### src/rtl/ddrlvds_rx_deframe.sv
// DDR LVDS receive deframer: locks to the I/Q frame cadence and rebuilds 16-bit sample pairs.
// Framing error counter is present only when DDRLVDS_RX_ERR_CNT_EN is defined.
module ddrlvds_rx_deframe #(
    parameter int LOCK_PAIRS = 4,
    parameter int ERR_W      = 16
) (
    input  logic             rx_clk_2x,
    input  logic             reset_n,
    input  logic [7:0]       d_rise,
    input  logic [7:0]       d_fall,
    input  logic             frame_rise,
    input  logic             frame_fall,
    input  logic             clear_err,
    output logic [15:0]      i,
    output logic [15:0]      q,
    output logic             valid,
    output logic             locked,
    output logic             sync_detected,
    output logic [ERR_W-1:0] err_count
);
    // state   | meaning
    // S_HUNT  | counting consecutive well-formed pairs, nothing emitted
    // S_LOCKED| emitting pairs, any framing error drops back to S_HUNT
    typedef enum logic {S_HUNT, S_LOCKED} state_t;

    state_t      r_state, w_state_nxt;
    logic [15:0] r_w_d;
    logic        r_f_d;
    logic [2:0]  r_run;
    logic [3:0]  r_good, w_good_nxt;
    logic [15:0] r_i, r_q;
    logic        r_valid, r_sync;

    logic [15:0] w_word;
    logic        w_f, w_glitch, w_boundary, w_good_pair, w_sync, w_err_cond;
    logic        w_emit, w_sync_pulse, w_err_inc;
    logic [2:0]  w_run_nxt;

    assign w_word      = {d_rise, d_fall};
    assign w_f         = frame_rise;
    assign w_glitch    = frame_rise ^ frame_fall;
    assign w_boundary  = r_f_d & ~w_f;
    assign w_good_pair = w_boundary & (r_run == 3'd1) & ~w_glitch;
    assign w_sync      = w_boundary & (r_run == 3'd3) & ~w_glitch;
    // A run of three ones is only legal if it ends now; a fourth one is already an error.
    assign w_err_cond  = w_glitch
                       | (~r_f_d & ~w_f)
                       | (w_boundary & ((r_run == 3'd2) | (r_run >= 3'd4)))
                       | (w_f & (r_run >= 3'd3));
    assign w_run_nxt   = w_f ? ((r_run >= 3'd4) ? 3'd4 : r_run + 3'd1) : 3'd0;

    always_comb begin
        w_state_nxt  = r_state;
        w_good_nxt   = r_good;
        w_emit       = 1'b0;
        w_sync_pulse = 1'b0;
        w_err_inc    = 1'b0;
        case (r_state)
            S_HUNT: begin
                if (w_good_pair) begin
                    if (r_good == 4'(LOCK_PAIRS - 1)) begin
                        w_state_nxt = S_LOCKED;
                        w_good_nxt  = 4'd0;
                    end else begin
                        w_good_nxt = r_good + 4'd1;
                    end
                end else if (w_boundary | w_glitch) begin
                    w_good_nxt = 4'd0;
                end
            end
            S_LOCKED: begin
                if (w_err_cond) begin
                    w_err_inc   = 1'b1;
                    w_state_nxt = S_HUNT;
                    w_good_nxt  = 4'd0;
                end else if (w_good_pair) begin
                    w_emit = 1'b1;
                end else if (w_sync) begin
                    w_emit       = 1'b1;
                    w_sync_pulse = 1'b1;
                end
            end
            default: begin
                w_state_nxt = S_HUNT;
                w_good_nxt  = 4'd0;
            end
        endcase
    end

    always_ff @(posedge rx_clk_2x or negedge reset_n) begin
        if (!reset_n) begin
            r_state <= S_HUNT;
            r_w_d   <= 16'd0;
            r_f_d   <= 1'b0;
            r_run   <= 3'd0;
            r_good  <= 4'd0;
            r_i     <= 16'd0;
            r_q     <= 16'd0;
            r_valid <= 1'b0;
            r_sync  <= 1'b0;
        end else begin
            r_state <= w_state_nxt;
            r_w_d   <= w_word;
            r_f_d   <= w_f;
            r_run   <= w_run_nxt;
            r_good  <= w_good_nxt;
            r_valid <= w_emit;
            r_sync  <= w_sync_pulse;
            if (w_emit) begin
                r_i <= r_w_d;
                r_q <= w_word;
            end
        end
    end

`ifdef DDRLVDS_RX_ERR_CNT_EN
    logic [ERR_W-1:0] r_err_cnt;

    // Clear has priority over an increment in the same cycle.
    always_ff @(posedge rx_clk_2x or negedge reset_n) begin
        if (!reset_n) begin
            r_err_cnt <= '0;
        end else if (clear_err) begin
            r_err_cnt <= '0;
        end else if (w_err_inc && (r_err_cnt != '1)) begin
            r_err_cnt <= r_err_cnt + ERR_W'(1);
        end
    end

    assign err_count = r_err_cnt;
`else
    logic w_unused;
    assign w_unused  = clear_err ^ w_err_inc;
    assign err_count = '0;
`endif

    assign i             = r_i;
    assign q             = r_q;
    assign valid         = r_valid;
    assign sync_detected = r_sync;
    assign locked        = (r_state == S_LOCKED);

endmodule

### config.mk
export PLATFORM = sky130hd
export DESIGN_NAME = ddrlvds_rx_deframe
export DESIGN_NICKNAME = d
export VERILOG_FILES = /design/src/rtl/ddrlvds_rx_deframe.sv
export SDC_FILE = /design/constraint.sdc
export NUM_CORES = 1
export LEC_CHECK = 0
export BUFFER_PORTS_ARGS = -buffer_cell sky130_fd_sc_hd__buf_2
export CORE_MARGIN = 5
export CORE_UTILIZATION = 51
export CTS_BUF_LIST = sky130_fd_sc_hd__clkbuf_2
export DETAILED_ROUTE_END_ITERATION = 10
export PLACE_DENSITY_LB_ADDON = 0.1
export SLEW_MARGIN = 30
export SYNTH_ARGS = -nofsm -noshare
export SYNTH_HDL_FRONTEND = slang
export SYNTH_SLANG_ARGS = --single-unit
### constraint.sdc
create_clock -name rx_clk_2x -period 2.4 [get_ports rx_clk_2x]
set_input_delay 0.72 -clock rx_clk_2x [delete_from_list [all_inputs] [get_ports rx_clk_2x]]
set_output_delay 0.72 -clock rx_clk_2x [all_outputs]
set_load 0.01 [all_outputs]
# Word level (Yosys, flattened, before mapping)
# Index checks and enable logic that the tools add are counted.
# word_totals
ff_bits	59
latch_bits	0
ram_bits	0
rom_bits	0
inputBits	21
output_inout_bits	51
elab_cells	56
n_memories	0
# op_classes
n_addsub	2
n_mul	0
n_div	0
n_lt_le_gt_ge	2
eq_ne	6
shifts	0
n_mux	18
bitwise	18
n_reduce_logical	1
# ops
operator	n
4-bit two-way mux	4
1-bit two-way mux	10
1-bit bitwise AND	8
4-bit case mux with 2 select lines	1
3-bit by 2-bit == test with 1-bit output (second input constant)	2
3-bit two-way mux	2
1-bit bitwise OR	5
4-bit by 1-bit adder with 4-bit output (second input constant)	1
4-bit by 2-bit == test with 1-bit output (second input constant)	1
1-bit inverter	4
3-bit by 1-bit adder with 3-bit output (second input constant)	1
3-bit by 1-bit == test with 1-bit output (second input constant)	1
3-bit by 2-bit >= comparator with 1-bit output (second input constant)	1
3-bit >= comparator (second input constant)	1
3-bit inequality test (second input constant)	1
2-bit by 1-bit inequality test with 1-bit output (second input constant)	1
1-bit case mux with 2 select lines	1
2-bit AND reduction	1
1-bit bitwise XOR	1

# Logic depth before layout (Yosys ltp)
# Gate-level depths: netlist (run 1).
# depth
depth_word	8
mapped_depth	6
mapped_depth_nobuf	6

# Least setup slack after synthesis (run 1)
# OpenSTA, ideal clock, no wires.
# synth_timing
path_kind	input to register
start	in frame_rise
end	reg r_i[10], in the netlist i[10]
arrival_time_ns	1.854
required_time_ns	2.275
setup_slack_ns	0.421
stages	5
path_buffers	1
path_cell_list	nor4b_4 nand3b_4 nor2_8 buf_12 mux2_4
# synth_between
elab_chain_len	8
# synth_lines
element	line_no	rtl
start: declaration	11	input logic frame_rise,
1-bit inverter	42, 47	
1-bit bitwise AND	42	assign w_boundary = r_f_d & ~w_f;
1-bit bitwise AND (2 in series)	44	assign w_sync = w_boundary & (r_run == 3'd3) & ~w_glitch;
1-bit two-way mux	78	end else if (w_sync) begin
1-bit two-way mux	76	end else if (w_good_pair) begin
1-bit two-way mux (*)	72	if (w_err_cond) begin
1-bit two-way mux (*)	58	case (r_state)
end signal: assignment	110	r_i <= r_w_d;
end: declaration	31	logic [15:0] r_i, r_q;
# Every way passes the cells marked *; elsewhere a longest branch is shown, timed or not.
# A chain may end at the register's enable or synchronous reset.

# Final worst setup path (run 1)
# layout_timing
start	reg r_state, in the netlist locked
end	out locked
# layout_lines
element	line_no	rtl
start: declaration	26	state_t r_state, w_state_nxt;
start signal: assignment	102	r_state <= w_state_nxt;
end: declaration	17	output logic locked,
# No word-level cell between the ends.

==> results.ini, run 1 <==
[timing]
setup_viol = 0
finalCriticalPeriod_ps = 1850
worst_pin_slew_ps = 615
period_share_pct = 77.2
fin_tns_setup_ps = 0
final-max-slew-violation-count = 0
rsz0062_at_grt = false
finalClockSkew_ps = 18.8
timing.fmax_ghz = 0.540
final_hold_viol_count = 0
slew_headroom_pct = 59.0

[power_and_ir_drop]
powerDensity_mw_per_mm2 = 668
p_leak_nw = 1.61
internal_power_mw = 1.43
pwr-share-comb_pct = 8.3
power_frac_seq_pct = 55.3
vdd_drop_max_v = 0.000410
clkPwrFrac_pct = 36.3
p_sw_share_pct = 25.2
switchingPower_mw = 0.482

[critical_path]
crit_type = flop to primary output
critPathSlowestCell = dfrtp_1
required_ps = 1680
r2r_cells = 5
path_depth = 1
arrival_ps = 1130
worstPathMaxFanout = 6
cp-start-kind = flop
worstPathCellList = buf_2
path_buf_inv = 1
critical_path.max_stage_delay_ps = 490
endpoint_kind = primary output
critPathTopFamily = flip-flops

[global_route]
grt_pass1_wl_mm = 6.88
antenna_found_initial = 0
track_usage_pct = 14.8
grt_max_degree = 33
grt.overflow.total = 0
grt_pass1_vias = 1406

[clocking]
postCtsSetupBuffers = 0
clk_root_buffer_cell = clkbuf_2
h-tree-depth = 3
cts_tree = built
path_clk_slew_ps = 170
hold_buffers = 0
clk_latency_ps = 480
numCtsBuffers = 9
clock-sinks = 59
cts_resized = 0
clock_path_buffers = 2

[route]
first_pass_iters = 4
vias_per_cell = 4.89
wl_met2_mm = 2.04
finalWirelength_mm = 4.05
wl_met1_mm = 1.64
wl_per_cell_um = 14.8
met3_length_um = 266
highest_layer = met4
ant_nets = 0
num_vias = 1336
drtIter0Drc = 88
drcViolationCount = 0

[floorplanning]
die_h_um = 79.4
core_region_area_sq_mm = 0.00469
pin_count = 72
placementRows = 25
fp.dieW_um = 79.4
die_area_sq_mm = 0.00630
initial_core_util_pct = 52.3

[flow_run]
max-cap-violations = 0

[final_layout]
multiInputGateArea_sq_um = 843
stdcell_count = 273
fillers = 374
syn_to_final_growth_pct = 16.5
final_core_util_pct = 60.9
layout.nets = 241
drive_above_1_share_pct = 48.4
regArea_sq_mm = 0.00148
antenna_cells = 0

[hold_path]
hold_path_class = input port to asynchronous set/reset pin

[yosys]
yosysWarnings = 0
synth_area_per_cell_sq_um = 16.4
synth_commonest_cells = dfrtp_1, mux2_4, buf_4, ha_1
asyncSetResetFlopFracSynth_pct = 100
ys_seq_area_share_pct = 60.1
synth_area_leaders = dfrtp_1, mux2_4, buf_4
synthMostInstantiatedCell = dfrtp_1
synth_seq_cells = 59
synth_edf_count = 0
ys.flop_type = dfrtp_1
syn_area_sq_mm = 0.00245
synth_top_area_share_pct = 60.1
synth_cell_types = 29
syn_inst = 150
yosysTopAreaCell = dfrtp_1

[placed_design]
port_buffers = 54
dpl.hpwl_mm = 2.87
gp_congestion = 0.802
placed_cells = 257

[status]
status = finished clean

cells in the final DEF (no fill, tap or decap):
cell type / count
mux2_4: 29
nor3b_1: 2
nand2_1: 1
conb_1: 16
and3_1: 1
o2111ai_1: 1
o211ai_1: 1
nand3b_4: 1
and3b_1: 1
nor4b_4: 1
nand3_1: 2
buf_2: 54
and2_1: 2
nor3_1: 3
clkbuf_2: 10
nor2b_1: 2
nor2_8: 1
a22o_1: 1
clkinv_2: 1
ha_1: 6
a211o_1: 1
dfrtp_1: 59
a21boi_0: 1
buf_12: 3
bufinv_16: 2
a21o_1: 2
mux2_2: 3
nor2_1: 1
clkinv_1: 2
a21oi_1: 2
inv_1: 3
nand2b_1: 1
nand3b_1: 2
clkinvlp_4: 1
cell type report:
type | instances | area share (%)
clock buffer | 10 | 1.75
clock inverter | 6 | 2.80
inverter | 3 | 0.394
multi-input combinational | 84 | 29.5
sequential | 59 | 51.6
tap | 54 | 2.36
timing repair buffer | 57 | 11.6
worst paths after layout:
path                            startpoint  endpoint  slack (ps)
max in group asynchronous          reset_n      i[2]        1570
min in group rx_clk_2x           d_fall[5]  r_w_d[5]         350
worst min register to register    r_w_d[8]      i[8]         490
worst max-delay path                locked    locked         550
worst max register to register    r_run[2]      i[2]         590
worst min-delay path               reset_n  r_w_d[5]         230
routing by layer:
layer	vias to the layer above	GRT usage, %
met1	671	17.7
met5	-	0
met3	9	4.85
met4	0	10.3
met2	47	22.4
li1	609	-
per-stage QoR:
stage | instance area (sq um) | hold slack (ps) | total power, mW | setup slack (ps)
6_report | 2860 | 227 | 1.91 | 547
5_1_grt | 2860 | 211 | 2.02 | 456
4_1_cts | 2860 | 197 | 1.94 | 508
3_5_place_dp | 2730 | 464 | 1.24 | 174
3_3_place_gp | 2730 | 459 | 1.22 | 221
2_1_floorplan | 2510 | 424 | 1.19 | 421
kinds of logic after synthesis:
kind of cell / after synthesis / synth area share (%)
other: 1 / 0.153
AND/OR/NAND/NOR: 21 / 7.03
multiplexers: 32 / 19.1
buffers and inverters: 22 / 7.80
adder cells (fa/ha/maj): 6 / 3.06
flip-flops: 59 / 60.1
AO/OA/AOI/OAI: 9 / 2.70
sequential cells by signal, summed over array words and instances, names as in the netlist, 3 cells and up:
register,flops
r_good,4
q,16
r_w_d,16
r_run,3
i,16
power groups by stage:
| stage | registers, mW | clock network, mW | logic, mW |
|---|---|---|---|
| finish | 1.06 | 0.694 | 0.159 |
| global route | 1.06 | 0.770 | 0.188 |
| CTS | 1.06 | 0.718 | 0.160 |
| detailed placement | 1.08 | 0 | 0.158 |
| global placement | 1.07 | 0 | 0.150 |
| floorplan | 1.07 | 0 | 0.116 |
(Power assumes the default switching activity.)
==> inputs of run 2 (changes only) <==
ABC_AREA = 1   (was unset)
clock period = 1.8 ns   (was 2.4 ns; I/O delays follow)
==> results.ini, run 2 <==
[status]
status = finished clean

[yosys]
syn_area_sq_mm = 0.00245  ; -0.10%
yosysTopAreaCell = dfrtp_1
syn_inst = 247  ; +65%
synth_commonest_cells = nand2_1, dfrtp_1, nand3_1, buf_4, inv_1
synth_area_per_cell_sq_um = 9.93  ; -39%
asyncSetResetFlopFracSynth_pct = 100  ; unchanged
synthMostInstantiatedCell = nand2_1
ys.flop_type = dfrtp_1
ys_seq_area_share_pct = 60.2  ; +0.061 points
synth_edf_count = 0  ; unchanged
synth_cell_types = 22  ; -24%
yosysWarnings = 0  ; unchanged
synth_top_area_share_pct = 60.2  ; +0.061 points
synth_seq_cells = 59  ; unchanged
synth_area_leaders = dfrtp_1, nand2_1, nand3_1

[placed_design]
port_buffers = 54  ; unchanged
placed_area_sq_mm = 0.00272  ; -0.37%
dpl.hpwl_mm = 3.20  ; +11%
gp_congestion = 0.771  ; -3.9%

[final_layout]
syn_to_final_growth_pct = 19.7
layout.nets = 340  ; +41%
stdcell_area_sq_mm = 0.00294  ; +2.7%
layout_commonest_cell = nand2_1
mostFrequentLayoutCells = nand2_1, dfrtp_1, buf_2, nand3_1, conb_1
drive_above_1_share_pct = 28.7  ; -20 points
antenna_cells = 0  ; unchanged
final_core_util_pct = 62.6  ; +1.7 points

[hold_path]
hold_path_class = input port to asynchronous set/reset pin

[global_route]
grt_max_degree = 60  ; +82%
grt_pass1_wl_mm = 8.04  ; +17%
grt_pass1_vias = 1768  ; +26%
grt.overflow.total = 0  ; unchanged
antenna_found_initial = 0  ; unchanged
track_usage_pct = 17.0  ; +2.2 points

[timing]
period_share_pct = 94.2
fin_tns_setup_ps = 0  ; unchanged
timing.fmax_ghz = 0.590
final_hold_viol_count = 0  ; unchanged
finalCriticalPeriod_ps = 1700
setup_viol = 0  ; unchanged
finalClockSkew_ps = 19.1  ; +0.262 ps
final-max-slew-violation-count = 0  ; unchanged
rsz0062_at_grt = false

[route]
drtIter0Drc = 126  ; +43%
drcViolationCount = 0  ; unchanged
vias_per_cell = 4.91  ; +0.41%
first_pass_iters = 4  ; unchanged
finalWirelength_mm = 5.23  ; +29%
num_vias = 1823  ; +36%
highest_layer = met4
wl_met1_mm = 2.24  ; +37%
met3_length_um = 382  ; +44%
wl_met2_mm = 2.51  ; +23%
ant_nets = 0  ; unchanged
wl_per_cell_um = 14.1  ; -4.9%

[clocking]
clk_latency_ps = 460  ; -20 ps
clock-sinks = 59  ; unchanged
cts_tree = built
clk_root_buffer_cell = clkbuf_2
clock_path_buffers = 2  ; unchanged
path_clk_slew_ps = 170  ; about the same
hold_buffers = 0  ; unchanged
h-tree-depth = 3  ; unchanged
numCtsBuffers = 9  ; unchanged

[floorplanning]
placementRows = 25  ; unchanged
die_h_um = 79.3  ; about the same
pin_count = 72  ; unchanged
initial_core_util_pct = 52.3  ; -0.053 points
die_area_sq_mm = 0.00630  ; about the same
fp.dieW_um = 79.3  ; about the same
core_region_area_sq_mm = 0.00469  ; unchanged

[critical_path]
arrival_ps = 2090  ; +960 ps
endpoint_kind = flop
worstPathMaxFanout = 8  ; +2
required_ps = 2200  ; +520 ps
cp-start-kind = flop
crit_type = flop to flop

[flow_run]
max-cap-violations = 0  ; unchanged

[power_and_ir_drop]
p_total_mw = 2.62  ; +37%
p_leak_nw = 1.71  ; +6.2%
powerDensity_mw_per_mm2 = 893  ; +34%
vdd_drop_max_v = 0.000410  ; about the same

==> run 2: final cells by class <==
class / instances / area, sq um
fillers: 425 / 1760
repair buffers: 65 / 429
flip-flops and latches: 59 / 1480
clock inverters: 6 / 81.3
clock buffers: 9 / 45.0
inverters: 11 / 41.3
multi-input cells: 167 / 796
well taps: 54 / 67.6
==> run 2: critical path, cell delays in order (launching register included) <==
cell,delay (ps)
dfrtp_1,450
ha_2,190
ha_2,170
inv_1,50
nand3_1,80
nand2_2,90
inv_2,40
nor2_4,230
clkbuf_16,210
nand3_1,70
nand2_1,70
==> run 2: path summary, 6_finish.rpt <==
kind                            end  cells past startpoint      start  slack (ps)
max                           i[11]                     10   r_run[0]         100
min                           i[10]                      2    reset_n          60
max reg2reg                   i[11]                     10   r_run[0]         100
min reg2reg                    i[8]                      2       i[8]         490
max in group asynchronous      i[3]                      2    reset_n        1490
min in group rx_clk_2x     r_w_d[8]                      1  d_rise[0]         180
==> run 2: per-stage QoR <==
stage               setup WS, ps  hold slack (ps)  cells
detailed placement          79.1              453    350
global route                1.56             19.0    371
global placement             108              448    350
floorplan                    260              244    262
CTS                         22.3             24.1    365
finish                       104             56.1    371
==> run 2: report_power, final <==
part	leakage (nW)	switching (mW)	internal [mW]	total, mW
logic	0.851	0.183	0.112	0.295
clock network	0.0768	0.471	0.445	0.915
registers	0.782	0.0373	1.37	1.41
total	1.71	0.691	1.93	2.62
==> run 2: per-layer routing <==
metal,vias to the layer above,track usage [%]
met1,866,20.8
met2,61,26.2
met4,0,11.0
met5,-,0
met3,8,4.88
li1,888,-
==> run 2: cells by family after synthesis <==
| group | synth area share, % |
|---|---|
| xor gates and xnor gates | 0.357 |
| other | 0.153 |
| DFF | 60.2 |
| buffers and inverters | 9.95 |
| AOI/OAI and AO/OA | 0.714 |
| and+or+nand+nor | 25.6 |
| adders and majority gates | 3.06 |
==> run 2: repair_timing <==
item | in CTS | in global routing
hold endpoints to repair | 0 | 0
setup buffers | 0 | 3
resized for setup | 0 | 3
setup endpoints to repair | 0 | 32
